`config.mk`:
```
export PLATFORM = sky130hd
export DESIGN_NAME = sprite_draw_engine_flat
export DESIGN_NICKNAME = d
export VERILOG_FILES = /design/src/rtl/chip8_pkg.sv /design/src/rtl/sprite_draw_engine_if.sv /design/src/rtl/sprite_row_merge.sv /design/src/rtl/sprite_draw_engine.sv /design/src/flat_wrapper.sv
export SDC_FILE = /design/constraint.sdc
export NUM_CORES = 1
export LEC_CHECK = 0
export ABC_AREA = 1
export CELL_PAD_IN_SITES_DETAIL_PLACEMENT = 0
export CELL_PAD_IN_SITES_GLOBAL_PLACEMENT = 2
export CORE_ASPECT_RATIO = 0.5
export CORE_MARGIN = 2
export CORE_UTILIZATION = 25
export DETAILED_ROUTE_END_ITERATION = 10
export PLACE_DENSITY = 0.87
export SYNTH_ARGS = -nofsm -noshare
export SYNTH_HDL_FRONTEND = slang
export SYNTH_SLANG_ARGS = --single-unit
```
`constraint.sdc`:
```
create_clock -name clk -period 2.9 [get_ports clk]
set_input_delay 0.87 -clock clk [delete_from_list [all_inputs] [get_ports clk]]
set_output_delay 0.87 -clock clk [all_outputs]
set_load 0.02 [all_outputs]
```
`src/rtl/chip8_pkg.sv`:
```
// Shared CHIP-8 display types and constants.
// Used by the sprite draw engine and its row merge datapath.
package chip8_pkg;

    typedef enum logic [2:0] {
        DS_IDLE,
        DS_FETCH,
        DS_RDDISP,
        DS_WRITE,
        DS_DONE
    } draw_state_t;

    localparam int LORES_W         = 64;
    localparam int LORES_H         = 32;
    localparam int HIRES_W         = 128;
    localparam int HIRES_H         = 64;
    localparam int SPRITE_ROWS_MAX = 15;

    // Spread one sprite byte across the two display bytes it can touch.
    function automatic logic [15:0] spr_shift(
        input logic [7:0] s,
        input logic [2:0] sh
    );
        return {s, 8'h00} >> sh;
    endfunction

endpackage

```
`src/rtl/sprite_draw_engine_if.sv`:
```
// Bus bundle between the sprite draw engine, its requester,
// the sprite memory and the dual-port display RAM.
interface sprite_draw_engine_if #(
    parameter int MEM_AW  = 12,
    parameter int DISP_AW = 8
);
    logic               start;
    logic [7:0]         x;
    logic [7:0]         y;
    logic [3:0]         n;
    logic [MEM_AW-1:0]  i_addr;
    logic               clip;
    logic               busy;
    logic               done;
    logic               collision;
    logic               ram_req;
    logic [MEM_AW-1:0]  mem_a;
    logic [7:0]         mem_q;
    logic [DISP_AW-1:0] disp_aa;
    logic [DISP_AW-1:0] disp_ab;
    logic [7:0]         disp_da;
    logic [7:0]         disp_db;
    logic               disp_wa;
    logic               disp_wb;
    logic [7:0]         disp_qa;
    logic [7:0]         disp_qb;

    modport master (
        output start, x, y, n, i_addr, clip,
        output mem_q, disp_qa, disp_qb,
        input  busy, done, collision, ram_req,
        input  mem_a, disp_aa, disp_ab,
        input  disp_da, disp_db, disp_wa, disp_wb
    );

    modport slave (
        input  start, x, y, n, i_addr, clip,
        input  mem_q, disp_qa, disp_qb,
        output busy, done, collision, ram_req,
        output mem_a, disp_aa, disp_ab,
        output disp_da, disp_db, disp_wa, disp_wb
    );

endinterface

```
`src/rtl/sprite_row_merge.sv`:
```
// Combinational row merge: shift a sprite byte, XOR into the two
// display bytes, and derive collision and the right-byte enable.
module sprite_row_merge
    import chip8_pkg::*;
(
    input  logic [7:0] spr_i,
    input  logic [2:0] sh_i,
    input  logic [7:0] qa_i,
    input  logic [7:0] qb_i,
    input  logic       clip_i,
    input  logic       last_col_i,
    output logic [7:0] da_o,
    output logic [7:0] db_o,
    output logic       wb_en_o,
    output logic       hit_o
);

    logic [15:0] s;

    assign s = spr_shift(spr_i, sh_i);

    // Aligned sprites never spill; clipped ones must not wrap to column 0.
    assign wb_en_o = (sh_i != 3'd0) && !(clip_i && last_col_i);

    assign da_o  = qa_i ^ s[15:8];
    assign db_o  = qb_i ^ s[7:0];
    assign hit_o = (|(qa_i & s[15:8]))
                 | (wb_en_o & (|(qb_i & s[7:0])));

endmodule

```
`src/rtl/sprite_draw_engine.sv`:
```
// CHIP-8 DXYN sprite draw: fetch rows, read-modify-write the packed
// 1bpp display RAM through two byte ports, accumulate VF collision.
module sprite_draw_engine
    import chip8_pkg::*;
#(
    parameter int DISP_W  = 64,
    parameter int DISP_H  = 32,
    parameter int MEM_AW  = 12,
    parameter int DISP_AW = $clog2(DISP_W * DISP_H / 8)
) (
    input  logic clk,
    input  logic reset,
    input  logic may_run,
    sprite_draw_engine_if.slave bus
);

    localparam int CPR = DISP_W / 8;
    localparam int XW  = $clog2(DISP_W);
    localparam int YW  = $clog2(DISP_H);
    localparam int CW  = XW - 3;
    localparam int YSW = YW + 5;

    localparam logic [2:0] S_IDLE   = DS_IDLE;
    localparam logic [2:0] S_FETCH  = DS_FETCH;
    localparam logic [2:0] S_RDDISP = DS_RDDISP;
    localparam logic [2:0] S_WRITE  = DS_WRITE;
    localparam logic [2:0] S_DONE   = DS_DONE;

    logic [2:0]        st_q, st_d;
    logic [XW-1:0]     x0_q, x0_d;
    logic [YW-1:0]     y0_q, y0_d;
    logic [3:0]        n_q, n_d;
    logic [MEM_AW-1:0] ia_q, ia_d;
    logic              clip_q, clip_d;
    logic [3:0]        r_q, r_d;
    logic [YW-1:0]     row_q, row_d;
    logic [7:0]        spr_q, spr_d;
    logic              coll_q, coll_d;

    logic [YSW-1:0]     yr;
    logic [CW-1:0]      c0, c1;
    logic               last_col;
    logic [DISP_AW-1:0] rowbase;
    logic               addr_en;
    logic               is_wr;
    logic [7:0]         da_m, db_m;
    logic               wb_en;
    logic               hit;

    assign yr       = YSW'(y0_q) + YSW'(r_q);
    assign c0       = x0_q[XW-1:3];
    assign last_col = (c0 == CW'(CPR - 1));
    assign c1       = last_col ? '0 : c0 + CW'(1);
    assign rowbase  = DISP_AW'(row_q) * DISP_AW'(CPR);
    assign addr_en  = (st_q == S_RDDISP) || (st_q == S_WRITE);
    assign is_wr    = (st_q == S_WRITE);

    sprite_row_merge u_merge (
        .spr_i      (spr_q),
        .sh_i       (x0_q[2:0]),
        .qa_i       (bus.disp_qa),
        .qb_i       (bus.disp_qb),
        .clip_i     (clip_q),
        .last_col_i (last_col),
        .da_o       (da_m),
        .db_o       (db_m),
        .wb_en_o    (wb_en),
        .hit_o      (hit)
    );

    assign bus.busy      = (st_q == S_FETCH) || addr_en;
    assign bus.ram_req   = bus.busy;
    assign bus.done      = (st_q == S_DONE);
    assign bus.collision = coll_q;
    assign bus.mem_a     = ia_q + MEM_AW'(r_q);
    assign bus.disp_aa   = addr_en ? rowbase + DISP_AW'(c0) : '0;
    assign bus.disp_ab   = addr_en ? rowbase + DISP_AW'(c1) : '0;
    assign bus.disp_da   = is_wr ? da_m : 8'h00;
    assign bus.disp_db   = is_wr ? db_m : 8'h00;
    assign bus.disp_wa   = is_wr && may_run;
    assign bus.disp_wb   = is_wr && may_run && wb_en;

    always_comb begin
        st_d   = st_q;
        x0_d   = x0_q;
        y0_d   = y0_q;
        n_d    = n_q;
        ia_d   = ia_q;
        clip_d = clip_q;
        r_d    = r_q;
        row_d  = row_q;
        spr_d  = spr_q;
        coll_d = coll_q;
        // Holding may_run low freezes every register, WRITE included.
        if (may_run) begin
            unique case (st_q)
                S_IDLE: begin
                    if (bus.start) begin
                        x0_d   = XW'({8'd0, bus.x} % 16'(DISP_W));
                        y0_d   = YW'({8'd0, bus.y} % 16'(DISP_H));
                        n_d    = bus.n;
                        ia_d   = bus.i_addr;
                        clip_d = bus.clip;
                        coll_d = 1'b0;
                        r_d    = 4'd0;
                        st_d   = (bus.n == 4'd0) ? S_DONE : S_FETCH;
                    end
                end
                S_FETCH: begin
                    if (clip_q && yr >= YSW'(DISP_H)) begin
                        st_d = S_DONE;
                    end else begin
                        row_d = YW'(yr % YSW'(DISP_H));
                        st_d  = S_RDDISP;
                    end
                end
                S_RDDISP: begin
                    spr_d = bus.mem_q;
                    st_d  = S_WRITE;
                end
                S_WRITE: begin
                    coll_d = coll_q | hit;
                    r_d    = r_q + 4'd1;
                    st_d   = (r_q + 4'd1 == n_q) ? S_DONE : S_FETCH;
                end
                S_DONE: st_d = S_IDLE;
                default: st_d = S_IDLE;
            endcase
        end
    end

    always_ff @(posedge clk or posedge reset) begin
        if (reset) begin
            st_q   <= S_IDLE;
            x0_q   <= '0;
            y0_q   <= '0;
            n_q    <= '0;
            ia_q   <= '0;
            clip_q <= 1'b0;
            r_q    <= '0;
            row_q  <= '0;
            spr_q  <= '0;
            coll_q <= 1'b0;
        end else begin
            st_q   <= st_d;
            x0_q   <= x0_d;
            y0_q   <= y0_d;
            n_q    <= n_d;
            ia_q   <= ia_d;
            clip_q <= clip_d;
            r_q    <= r_d;
            row_q  <= row_d;
            spr_q  <= spr_d;
            coll_q <= coll_d;
        end
    end

endmodule

```
`src/flat_wrapper.sv`:
```
// flat-port wrapper written by rule: the top's interface ports become plain ports
module sprite_draw_engine_flat import chip8_pkg::*;
#(
    parameter int DISP_W  = 64,
    parameter int DISP_H  = 32,
    parameter int MEM_AW  = 12,
    parameter int DISP_AW = $clog2(DISP_W * DISP_H / 8)
)
  (clk, reset, may_run, bus_start, bus_x, bus_y, bus_n, bus_i_addr, bus_clip, bus_mem_q, bus_disp_qa, bus_disp_qb, bus_busy, bus_done, bus_collision, bus_ram_req, bus_mem_a, bus_disp_aa, bus_disp_ab, bus_disp_da, bus_disp_db, bus_disp_wa, bus_disp_wb);
  sprite_draw_engine_if #(.MEM_AW(MEM_AW), .DISP_AW(DISP_AW)) bus_i ();
  input  logic clk;
  input  logic reset;
  input  logic may_run;
  input wire logic [$bits(bus_i.start)-1:0] bus_start;
  input wire logic [$bits(bus_i.x)-1:0] bus_x;
  input wire logic [$bits(bus_i.y)-1:0] bus_y;
  input wire logic [$bits(bus_i.n)-1:0] bus_n;
  input wire logic [$bits(bus_i.i_addr)-1:0] bus_i_addr;
  input wire logic [$bits(bus_i.clip)-1:0] bus_clip;
  input wire logic [$bits(bus_i.mem_q)-1:0] bus_mem_q;
  input wire logic [$bits(bus_i.disp_qa)-1:0] bus_disp_qa;
  input wire logic [$bits(bus_i.disp_qb)-1:0] bus_disp_qb;
  output wire logic [$bits(bus_i.busy)-1:0] bus_busy;
  output wire logic [$bits(bus_i.done)-1:0] bus_done;
  output wire logic [$bits(bus_i.collision)-1:0] bus_collision;
  output wire logic [$bits(bus_i.ram_req)-1:0] bus_ram_req;
  output wire logic [$bits(bus_i.mem_a)-1:0] bus_mem_a;
  output wire logic [$bits(bus_i.disp_aa)-1:0] bus_disp_aa;
  output wire logic [$bits(bus_i.disp_ab)-1:0] bus_disp_ab;
  output wire logic [$bits(bus_i.disp_da)-1:0] bus_disp_da;
  output wire logic [$bits(bus_i.disp_db)-1:0] bus_disp_db;
  output wire logic [$bits(bus_i.disp_wa)-1:0] bus_disp_wa;
  output wire logic [$bits(bus_i.disp_wb)-1:0] bus_disp_wb;
  assign bus_i.start = bus_start;
  assign bus_i.x = bus_x;
  assign bus_i.y = bus_y;
  assign bus_i.n = bus_n;
  assign bus_i.i_addr = bus_i_addr;
  assign bus_i.clip = bus_clip;
  assign bus_i.mem_q = bus_mem_q;
  assign bus_i.disp_qa = bus_disp_qa;
  assign bus_i.disp_qb = bus_disp_qb;
  assign bus_busy = bus_i.busy;
  assign bus_done = bus_i.done;
  assign bus_collision = bus_i.collision;
  assign bus_ram_req = bus_i.ram_req;
  assign bus_mem_a = bus_i.mem_a;
  assign bus_disp_aa = bus_i.disp_aa;
  assign bus_disp_ab = bus_i.disp_ab;
  assign bus_disp_da = bus_i.disp_da;
  assign bus_disp_db = bus_i.disp_db;
  assign bus_disp_wa = bus_i.disp_wa;
  assign bus_disp_wb = bus_i.disp_wb;
  sprite_draw_engine #(.DISP_W(DISP_W), .DISP_H(DISP_H), .MEM_AW(MEM_AW), .DISP_AW(DISP_AW)) u_core (.clk(clk), .reset(reset), .may_run(may_run), .bus(bus_i));
endmodule
```
==> results of run 1 <==
==> repair_timing <==
item	4_1_cts	5_1_grt
buffers inserted	3	2
pin swaps	5	13
cloned	0	0
gates resized for setup	95	58
hold buffers	0	0
setup endpoints to repair	29	24
==> cell families after synthesis <==
kind of cell | synth area share [%]
and+or+nand+nor | 26.1
AOI/OAI and AO/OA | 9.42
xor gates and xnor gates | 3.35
muxes | 3.53
DFF | 36.1
adders and majority gates | 10.7
buffers and inverters | 10.8
==> worst max-delay path, delay by kind of cell, from the launching register on <==
family,cells,cell delay (ns)
AO/OA/AOI/OAI,1,0.19
flip-flops,1,0.35
adder cells (fa/ha/maj),2,0.54
buffers and inverters,2,0.20
XOR/XNOR,1,0.15
AND/OR/NAND/NOR,3,0.29
==> flip-flops by register name (all words and copies together) (netlist names) <==
name,cells
u_core.bus.collision,1
u_core.clip_q,1
u_core.ia_q,12
u_core.n_q,4
u_core.r_q,4
u_core.row_q,5
u_core.spr_q,8
u_core.st_q,3
u_core.x0_q,6
u_core.y0_q,5
==> cell usage in the layout (no fill, tap or decap), types with 6 or more instances in the layout <==
cell | synthesis | routed
nand2_1 | 133 | 125
clkdlybuf4s50_1 | 0 | 76
inv_1 | 61 | 57
buf_4 | 6 | 54
dfrtp_1 | 49 | 48
nor2_1 | 49 | 46
ha_1 | 26 | 23
o21ai_0 | 31 | 20
o21ai_2 | 10 | 18
nand3_1 | 18 | 15
a21oi_1 | 14 | 13
xor2_1 | 11 | 11
buf_2 | 1 | 9
nand2_2 | 1 | 8
inv_2 | 2 | 6
mux2_4 | 6 | 6
==> path summary, 6_finish.rpt <==
| path | start | end | slack [ns] | cells after the start |
|---|---|---|---|---|
| max in group asynchronous | reset | u_core.x0_q[0] | 1.40 | 3 |
| max | u_core.r_q[0] | bus_mem_a[10] | 0.02 | 9 |
| min reg2reg | u_core.row_q[3] | u_core.row_q[3] | 0.49 | 2 |
| max reg2reg | u_core.x0_q[0] | u_core.bus.collision | 1.02 | 12 |
| min in group asynchronous | reset | u_core.ia_q[11] | 0.93 | 2 |
| min | u_core.row_q[3] | u_core.row_q[3] | 0.49 | 2 |
==> power by group through the flow <==
stage	sequential [mW]	clock (mW)	combinational [mW]
finish	1.24	0.619	3.52
global route	1.29	0.667	3.97
CTS	1.23	0.637	3.40
detailed placement	1.23	0	3.44
global placement	1.23	0	3.43
floorplan	1.21	0	2.07
==> area by class of cell <==
type                       count  area [um^2]  area share, %
clock buffer                   7          153           2.98
clock inverter                 1         5.00         0.0977
inverter                      64          240           4.69
multi-input combinational    323         1930           37.7
sequential                    49         1230           24.0
tap                          176          220           4.30
timing repair buffer         154         1350           26.3
==> cells in the mapped netlist, types with 4 or more instances <==
cell	n	share of area (%)
dfrtp_1	49	36
o21ai_2	10	2.6
inv_1	61	6.7
xor2_1	11	2.8
clkbuf_1	6	0.66
nand2_1	133	15
ha_1	26	9.6
buf_4	6	1.3
nor2_1	49	5.4
nor3_1	5	0.74
o21ai_0	31	4.6
a21oi_1	14	2.1
nand4_1	4	0.74
mux2_4	6	2.7
nand3_1	18	2.7
==> through the flow <==
stage | total power [mW] | hold slack [ns] | TNS [ns]
global route | 5.93 | 0.525 | -0.199
detailed placement | 4.68 | 0.480 | -5.59
CTS | 5.26 | 0.497 | -0.132
floorplan | 3.28 | 0.453 | 0
global placement | 4.66 | 0.471 | -5.45
finish | 5.38 | 0.489 | 0
==> metal layers <==
layer / part of all wire (%) / GRT usage, %
met1: 51 / 18.2
met2: 44 / 20.5
met3: 4.0 / 2.28
met4: 0.94 / 3.13
met5: 0 / 0
==> metrics.md, run 1 <==
| Metric | Value |
|---|---|
| Pwr/cell area | ~1100 nW/um^2 |
| Skew final | ~0.008 ns |
| Netlist cell types | 31 |
| Max-cap viol count | 0 |
| HPWL after DPL | 7.24 mm |
| I/O Buffers | approximately 110 |
| Crit Path Max Fanout | 3 |
| Crit path largest cell delay | roughly 0.35 ns |
| Core area | 13400 um^2 |
| Run status | completed |
| RSZ-0062 raised after global routing | true |
| Part of the cycle the worst path needs | just under 100% |
| Final core utilization | between 30% and 40% |
| NetSw | 2.43 mW |
| Sequential fraction of the synthesis area | 36.1% |
| Drt total wl | 9.25 mm |
| Vias in the first global route | ~3200 |
| Crit Path Category | reg2out |
| Max H-tree Level | 2 |
| N_diodes | 0 |
| Initial Util | about a quarter |
| VDD IR max | 269 uV |
| Required time at the worst-slack endpoint | between 2 and 2.5 ns |
| Fin. Hold Viols | 0 |
| Placed cell area | a little under 5000 um^2 |
| Leakage power figure | 2.58 nW |
| Synthesized instance count | between 400 and 500 |
| Routed via count | 3186 |
| Arrival @ worst endpoint | about 2 ns |
| Syn Nets | around 540 |
| Routability cong. | roughly 0.77 |
| Finish-stage setup viols | 0 |
| Vias per cell | 4.12 |
| Ratio of cells with drive above 1 in the final layout | roughly 23% |
| Number of enable flip-flop cells after synthesis | 0 |
| Clk_lat worst skew | approximately 0.29 ns |
| Root Driver | clkbuf_16 |
| Die Y | 86.5 um |
| Slowest stage cell on the critical path | dfrtp_1 |
| Yosys warns | 0 |
| Ys async rst share | between 90% and 100% |
| Sw frac | a little under half |
| Number of synthesized register bits | 49 |
| Total grt overflow | 0 |
| Largest net degree at the start of global routing | 48 |
| HP Class | reg2reg |
| Site Rows | 30 |
| Die Footprint | around 15000 um^2 |
| Nets | ~690 |
| Fmax | 0.348 GHz |
| First DRT Iteration DRCs | 74 |
| Non-Filler Instances | roughly 770 |
| Routed Antenna Nets | 0 |
| Crit path time final | between 2 and 3 ns |
| Final instance area | 5120 um^2 |
| Clock buffer depth | 2 |
| Area grow syn2layout | 50.7% |
| Final setup margin | 0.0230 ns |
| 1st-pass router iterations | 4 |
| CP startpoint kind | flip-flop |
| Antenna violations before repair | 0 |
| Ports | 111 |
| Placed insts | 761 |
| CTS clock-pin slew for the worst setup and hold paths | 0.07 ns |
| Place WS | -0.330 ns |
| DIE WIDTH | between 150 and 200 um |
| Worst slew margin | 65.6% |
| Worst slew pin tran | 0.515 ns |
| Critical path endpoint category | primary output |
| Syn Std Cell Area | roughly 3400 um^2 |
| Residual DRC | 0 |
| Crit-path cells | ha_2 -> inv_2 -> fa_2 -> o21ai_2 -> nand2_2 -> nor2_4 -> nand3_2 -> xor2_1 -> buf_4 |
| Clock network power share | between 10% and 20% |
| CTS tree | built |
| Fin. max-slew vios | 0 |
| Fillers | ~1400 |
| Most used flip-flop cell after synthesis | dfrtp_1 |
| Comb power frac | between 60% and 70% |
| CTS buffer count | 5 |
| Routed WL per cell | between 10 and 15 um |
| Internal power | 2.96 mW |
| Clk sink count | between 40 and 50 |
| Reg power frac | a little under a quarter |
| First-pass GRT wire length | 15.3 mm |
| Syn Area/Cell | 7.49 um^2 |
| All-Layer GR Usage | 12.9% |
No activity file was read; power rests on OpenSTA's default activity.
==> run 2: changes to the inputs <==
- CAP_MARGIN: not set -> 20
- GPL_ROUTABILITY_DRIVEN: not set -> 1
==> results of run 2 <==
Same layout as run 1: the final DEF is identical, and so are final timing and power.
